### config.mk
export PLATFORM = sky130hd
export DESIGN_NAME = me_job_ctrl
export DESIGN_NICKNAME = d
export VERILOG_FILES = /design/src/rtl/me_pkg.sv /design/src/rtl/mvec_decode.sv /design/src/rtl/me_job_ctrl.sv
export SDC_FILE = /design/constraint.sdc
export NUM_CORES = 1
export LEC_CHECK = 0
export ABC_AREA = 0
export CAP_MARGIN = 20
export CORE_MARGIN = 5
export CORE_UTILIZATION = 52
export CTS_BUF_LIST = sky130_fd_sc_hd__clkbuf_4
export CTS_CLUSTER_DIAMETER = 60
export DETAILED_ROUTE_END_ITERATION = 10
export MAX_ROUTING_LAYER = met4
export PLACE_DENSITY = 0.93
export SYNTH_ARGS = -nofsm -noshare
export SYNTH_HDL_FRONTEND = slang
export SYNTH_SLANG_ARGS = --single-unit
### constraint.sdc
create_clock -name clk -period 3.7 [get_ports clk]
set_input_delay 0.555 -clock clk [delete_from_list [all_inputs] [get_ports clk]]
set_output_delay 0.555 -clock clk [all_outputs]
set_load 0.01 [all_outputs]
### src/rtl/me_pkg.sv
// Shared widths and state encoding for the motion-estimation job sequencer.
package me_pkg;

  typedef enum logic [2:0] {
    S_IDLE, S_LOAD_TB, S_LOAD_SW, S_REQ, S_REL, S_DECODE, S_OUT
  } state_t;

  function automatic int addr_w(input int len);
    return $clog2(len * len);
  endfunction

  function automatic int cnt_w(input int tb_len, input int sw_len);
    return $clog2((sw_len - tb_len + 1) * (sw_len - tb_len + 1));
  endfunction

  function automatic int sad_w(input int tb_len, input int pe_w);
    return $clog2(tb_len * tb_len) + pe_w;
  endfunction

  function automatic int mv_w(input int tb_len, input int sw_len);
    return $clog2(sw_len - tb_len + 1) + 1;
  endfunction

endpackage

### src/rtl/mvec_decode.sv
// Sequential split of a row-major candidate index into signed (dx, dy)
// offsets around the window centre; one restoring subtract per cycle.
module mvec_decode
  import me_pkg::*;
#(
  parameter int  TB_LENGTH = 16,
  parameter int  SW_LENGTH = 64,
  localparam int CNT_WIDTH = cnt_w(TB_LENGTH, SW_LENGTH),
  localparam int MV_WIDTH  = mv_w(TB_LENGTH, SW_LENGTH)
)(
  input  logic                       clk,
  input  logic                       rst,
  input  logic                       i_go,
  input  logic [CNT_WIDTH-1:0]       i_mvec,
  output logic                       o_done,
  output logic signed [MV_WIDTH-1:0] o_dx,
  output logic signed [MV_WIDTH-1:0] o_dy
);

  localparam int R  = SW_LENGTH - TB_LENGTH + 1;
  localparam int RW = MV_WIDTH - 1;
  localparam logic [CNT_WIDTH-1:0]       R_C = CNT_WIDTH'(R);
  localparam logic signed [MV_WIDTH-1:0] OFS = MV_WIDTH'((R - 1) / 2);

  logic                 r_act;
  logic [CNT_WIDTH-1:0] r_rem;
  logic [RW-1:0]        r_row;

  always_ff @(posedge clk) begin
    if (rst) begin
      r_act <= 1'b0;
      r_rem <= '0;
      r_row <= '0;
    end else if (i_go) begin
      r_act <= 1'b1;
      r_rem <= i_mvec;
      r_row <= '0;
    end else if (r_act) begin
      if (r_rem >= R_C) begin
        r_rem <= r_rem - R_C;
        r_row <= r_row + RW'(1);
      end else begin
        r_act <= 1'b0;
      end
    end
  end

  // Once rem < R it fits in RW bits, so the low slice is the column.
  assign o_done = r_act && (r_rem < R_C);
  assign o_dx   = $signed({1'b0, r_rem[RW-1:0]}) - OFS;
  assign o_dy   = $signed({1'b0, r_row}) - OFS;

endmodule

### src/rtl/me_job_ctrl.sv
// Job sequencer in front of me_top: streams TB then SW pixels into the
// pixel memories, handshakes the search, decodes and returns the result.
module me_job_ctrl
  import me_pkg::*;
#(
  parameter int  TB_LENGTH    = 16,
  parameter int  SW_LENGTH    = 64,
  parameter int  PE_OUT_WIDTH = 8,
  localparam int ADDR_SW      = addr_w(SW_LENGTH),
  localparam int ADDR_TB      = addr_w(TB_LENGTH),
  localparam int CNT_WIDTH    = cnt_w(TB_LENGTH, SW_LENGTH),
  localparam int SAD_WIDTH    = sad_w(TB_LENGTH, PE_OUT_WIDTH),
  localparam int MV_WIDTH     = mv_w(TB_LENGTH, SW_LENGTH)
)(
  input  logic                       clk,
  input  logic                       rst,
  input  logic                       start,
  input  logic [SAD_WIDTH-1:0]       threshold_in,
  output logic                       busy,
  input  logic                       s_valid,
  output logic                       s_ready,
  input  logic [7:0]                 s_data,
  output logic [ADDR_TB-1:0]         mem_addr_tb,
  output logic                       mem_wren_tb,
  output logic [7:0]                 mem_data_tb,
  output logic [ADDR_SW-1:0]         mem_addr_sw,
  output logic                       mem_wren_sw,
  output logic [7:0]                 mem_data_sw,
  input  logic [ADDR_TB-1:0]         me_addr_tb,
  input  logic [ADDR_SW-1:0]         me_addr_sw,
  output logic                       me_req,
  output logic [SAD_WIDTH-1:0]       me_threshold,
  input  logic                       me_ack,
  input  logic [SAD_WIDTH-1:0]       me_min_sad,
  input  logic [CNT_WIDTH-1:0]       me_min_mvec,
  output logic                       res_valid,
  input  logic                       res_ready,
  output logic [SAD_WIDTH-1:0]       res_sad,
  output logic signed [MV_WIDTH-1:0] res_dx,
  output logic signed [MV_WIDTH-1:0] res_dy
);

  localparam logic [ADDR_SW-1:0] TB_LAST = ADDR_SW'(TB_LENGTH * TB_LENGTH - 1);
  localparam logic [ADDR_SW-1:0] SW_LAST = ADDR_SW'(SW_LENGTH * SW_LENGTH - 1);

  state_t                     r_state;
  logic [ADDR_SW-1:0]         r_cnt;
  logic [SAD_WIDTH-1:0]       r_sad;
  logic [CNT_WIDTH-1:0]       r_mvec;
  logic                       w_load, w_beat, w_go, w_dec_done;
  logic signed [MV_WIDTH-1:0] w_dx, w_dy;

  // The loader owns both memory ports only while streaming; otherwise
  // me_top's read addresses pass straight through.
  assign w_load      = (r_state == S_LOAD_TB) || (r_state == S_LOAD_SW);
  assign w_beat      = s_valid && s_ready;
  assign w_go        = (r_state == S_REL) && !me_ack;
  assign mem_addr_tb = w_load ? r_cnt[ADDR_TB-1:0] : me_addr_tb;
  assign mem_addr_sw = w_load ? r_cnt : me_addr_sw;
  assign mem_wren_tb = (r_state == S_LOAD_TB) && w_beat;
  assign mem_wren_sw = (r_state == S_LOAD_SW) && w_beat;
  assign mem_data_tb = s_data;
  assign mem_data_sw = s_data;

  mvec_decode #(.TB_LENGTH(TB_LENGTH), .SW_LENGTH(SW_LENGTH)) u_dec (
    .clk    (clk),
    .rst    (rst),
    .i_go   (w_go),
    .i_mvec (r_mvec),
    .o_done (w_dec_done),
    .o_dx   (w_dx),
    .o_dy   (w_dy)
  );

  always_ff @(posedge clk) begin
    if (rst) begin
      r_state      <= S_IDLE;
      r_cnt        <= '0;
      r_sad        <= '0;
      r_mvec       <= '0;
      busy         <= 1'b0;
      s_ready      <= 1'b0;
      me_req       <= 1'b0;
      me_threshold <= '0;
      res_valid    <= 1'b0;
      res_sad      <= '0;
      res_dx       <= '0;
      res_dy       <= '0;
    end else begin
      case (r_state)
        S_IDLE: if (start) begin
          me_threshold <= threshold_in;
          r_cnt        <= '0;
          s_ready      <= 1'b1;
          busy         <= 1'b1;
          r_state      <= S_LOAD_TB;
        end
        S_LOAD_TB: if (w_beat) begin
          if (r_cnt == TB_LAST) begin
            r_cnt   <= '0;
            r_state <= S_LOAD_SW;
          end else begin
            r_cnt <= r_cnt + ADDR_SW'(1);
          end
        end
        S_LOAD_SW: if (w_beat) begin
          if (r_cnt == SW_LAST) begin
            s_ready <= 1'b0;
            me_req  <= 1'b1;
            r_state <= S_REQ;
          end else begin
            r_cnt <= r_cnt + ADDR_SW'(1);
          end
        end
        S_REQ: if (me_ack) begin
          r_sad   <= me_min_sad;
          r_mvec  <= me_min_mvec;
          me_req  <= 1'b0;
          r_state <= S_REL;
        end
        S_REL: if (!me_ack) r_state <= S_DECODE;
        S_DECODE: if (w_dec_done) begin
          res_sad   <= r_sad;
          res_dx    <= w_dx;
          res_dy    <= w_dy;
          res_valid <= 1'b1;
          r_state   <= S_OUT;
        end
        S_OUT: if (res_ready) begin
          res_valid <= 1'b0;
          busy      <= 1'b0;
          r_state   <= S_IDLE;
        end
        default: r_state <= S_IDLE;
      endcase
    end
  end

endmodule

==> impl_metrics.py <==
metrics = {
    "power_and_ir_drop": {
        "irDropWorstVdd_mv": 0.1665,
        "p_leak_uw": 0.002260,
        "p_per_area_nw_per_um2": 342.1,
        "p_sw_uw": 638.6,
        "clkPwrFrac_pct": 25.9,
        "seqPwrFrac_pct": 55.3,
        "switching_share_pct": 28.07,
        "p_comb_share_pct": 18.9,
        "p_int_uw": 1637,
    },
    "worst_setup_path": {
        "critPathLaunchType": "register",
        "cp.depth": 5,
        "reg2reg_from": "u_dec.r_act",
        "slowest_stage": "dfxtp_1",
        "path_max_fanout": 22,
        "worst_ep_arrival_time_ps": 2630,
        "path_cells": "nand2b_1 > a21oi_2 > buf_4 > mux2_2 > clkdlybuf4s50_1",
        "cp_top_family": "buffers and inverters",
        "crit_buf_inv": 2,
        "r2r-end": "res_dx[6]",
        "required_ps": 3140,
        "critPathKind": "reg2out",
        "max_stage_delay_ps": 690,
        "reg2reg_setup_slack_ps": 1270,
        "worstSetupEndpointType": "output port",
        "reg2regPathDepth": 6,
    },
    "sta": {
        "min_period_ps": 3186,
        "period_share_pct": 86.10,
        "setup_slack_ps": 514.3,
        "setup_viol_count_final": 0,
        "grt_setup_unrepaired": "false",
        "finClkSkew_ps": 29.10,
        "slew_headroom_pct": 42.24,
        "slew_viol_final": 0,
        "tightest_slew_ps": 864.2,
        "max_freq_ghz": 0.3139,
        "setup_tns_ps": 0,
        "hold_viol_final": 0,
    },
    "floorplanning": {
        "fp.dieH_microns": 109.6,
        "fp.coreArea_sq_um": 9729,
        "start_util_pct": 53.02,
        "row_count": 36,
        "die_w_microns": 109.6,
        "ioPinCount": 166,
        "die-area_sq_um": 12010,
    },
    "routing": {
        "drc": 0,
        "vias_per_cell": 5.577,
        "detail_route.first_pass.iterations": 5,
        "initialDrtViolationCount": 366,
        "wl_microns": 14120,
        "drt.antenna.violating_nets": 0,
        "wl_per_cell_microns": 16.25,
        "num_vias": 4846,
    },
    "clocking": {
        "cts_tree": "yes",
        "cts_buffers": 9,
        "ctsResizeCount": 0,
        "clockBufferDepth": 2,
        "post_cts_buffers": 0,
        "clock_sinks": 112,
        "cts-root-buf": "clkbuf_4",
        "hold_buffers": 0,
        "clk_latency_ps": 480,
        "path_clk_slew_ps": 180,
        "htreeDepth": 3,
    },
    "finish": {
        "post-route-util_pct": 68.36,
        "fin_cells": 869,
        "n_fill_cell": 771,
        "design_area_sq_um": 6651,
        "drive_gt1_share_pct": 8.560,
        "nNetsFinal": 816,
        "diodes": 0,
        "area_delta_synth_final_pct": 28.94,
        "final_common_cell": "nand2_1",
        "final_cell_mix": "154 x nand2_1, 140 x clkdlybuf4s50_1, 112 x dfxtp_1",
    },
    "placed_design": {
        "post_dp_cell_area_sq_um": 6514,
        "dp_cells": 853,
        "dp_slack_ps": 1049,
        "io_buffers": 141,
        "hpwl_microns": 10330,
        "gp_congestion": 1.055,
    },
    "logic_synthesis": {
        "avgSynthCellArea_sq_um": 8.214,
        "async_flop_share_pct": 0,
        "yosysTopAreaCell": "dfxtp_1",
        "synth_nets": 713,
        "muxShareOfSynthArea_pct": 4.948,
        "synthSimpleGateAreaFrac_pct": 21.88,
        "ys_types": 62,
        "synth_area_leaders": "dfxtp_1 43%, nand2_1 11%, a21oi_1 8.5%",
        "synthFlopType": "dfxtp_1",
        "ys_seq_elements": 112,
        "yosys_warnings": 0,
        "ys_seq_area_share_pct": 43.46,
        "synth_top_area_share_pct": 43.46,
        "synth_top_family_by_area": "simple AND/OR/NAND/NOR gates",
        "syn_inst": 628,
        "synth_adder_area_share_pct": 1.698,
        "synth-edff-count": 0,
        "synth-xor-area-share_pct": 3.226,
        "synth_compound_area_share_pct": 18.77,
        "synth_area_sq_um": 5159,
    },
    "global_routing": {
        "grt_pass1_vias": 4799,
        "grt_start_max_net_pins": 41,
        "antenna_found_initial": 0,
        "grt_overflow": 0,
        "grtUsageTotal_pct": 24.22,
        "grt_pass1_wl_microns": 22740,
    },
    "flow_run": {
        "maxCapViolCount": 0,
    },
    "worst_hold_path": {
        "worst_hold_path_type": "reg2reg",
        "min-delay-start": "r_sad[6]",
        "whs_path_depth": 2,
        "holdPathEnd": "res_sad[6]",
    },
    "status": {
        "status": "finished clean",
    },
}
## metrics by stage
step / hold slack [ps] / power (uW)
finish: 464.0 / 2275
global route: 492.3 / 2377
CTS: 466.5 / 2288
detailed placement: 447.9 / 1713
global placement: 436.7 / 1695
floorplan: 432.1 / 1504
## state kept, by name (all words and copies together), names as in the netlist, 3 cells and up
| register | flops |
|---|---|
| me_threshold | 16 |
| r_sad | 16 |
| res_sad | 16 |
| r_cnt | 12 |
| r_mvec | 12 |
| u_dec.r_rem | 12 |
| res_dx | 7 |
| res_dy | 7 |
| u_dec.r_row | 6 |
| r_state | 3 |
## per-layer routing
| layer | track usage (%) | vias to the layer above | routed length (microns) |
|---|---|---|---|
| met4 | 5.610 | 0 | 201 |
| met3 | 7.927 | 22 | 1205 |
| met5 | - | - | 0 |
| met1 | 27.17 | 2303 | 5696 |
| met2 | 41.94 | 177 | 7017 |
| li1 | - | 2344 | - |
## kinds of logic after synthesis
family | after synthesis
flops | 112
compound gates | 153
buf+inv | 63
fa+ha+maj | 7
mux | 23
simple gates | 251
xor+xnor | 19
## area by class of cell
cell class                      instances  area [sq um]  area share, %
Clock buffer                            9         67.56          1.016
Clock inverter                          7         70.07          1.053
Inverter                                6         22.52         0.3386
Multi-Input combinational cell        453          2616          39.33
Sequential cell                       112          2242          33.71
Tap cell                              133         166.4          2.502
Timing Repair Buffer                  149          1466          22.05
## power groups by stage
stage          Sequential (uW)  Clock (uW)  Combinational [uW]
4_1_cts                   1260         599                 432
2_1_floorplan             1280           0                 227
3_3_place_gp              1280           0                 415
3_5_place_dp              1280           0                 430
5_1_grt                   1260         653                 461
6_report                  1260         589                 429
## synthesized netlist by cell type, types with 2 or more instances
master,number
a211oi_1,13
a21o_1,2
a21oi_1,88
a21oi_2,3
a311oi_1,3
and2_1,5
and3_1,8
and3b_1,2
buf_2,11
buf_4,16
clkbuf_1,29
dfxtp_1,112
ha_1,7
inv_1,6
mux2_2,20
mux2i_1,3
nand2_1,154
nand2b_1,5
nand3_1,4
nand3b_1,2
nand4_1,2
nor2_1,37
nor2b_1,4
nor3_1,5
o2111ai_1,6
o211ai_1,10
o21ai_0,10
o21ai_1,2
or3_1,9
xnor2_1,9
xor2_1,10
## worst max-delay path by stage
stage | endpoint | from | slack, ps
4_1_cts | mem_addr_sw[1] | r_state[0] | 520
3_5_place_dp | mem_addr_sw[1] | r_state[0] | 1050
6_report | mem_addr_sw[1] | r_state[0] | 510
2_1_floorplan | mem_addr_sw[0] | r_state[1] | 1620
5_1_grt | mem_addr_sw[9] | r_state[0] | 330
3_3_place_gp | mem_addr_tb[3] | r_state[0] | 1160
## worst min-delay path, cell delays in order, from the launching register on
cell and delay (ps):
dfxtp_1 350, nand2_1 50, a21oi_1 50
No activity file was read; power rests on OpenSTA's default activity.
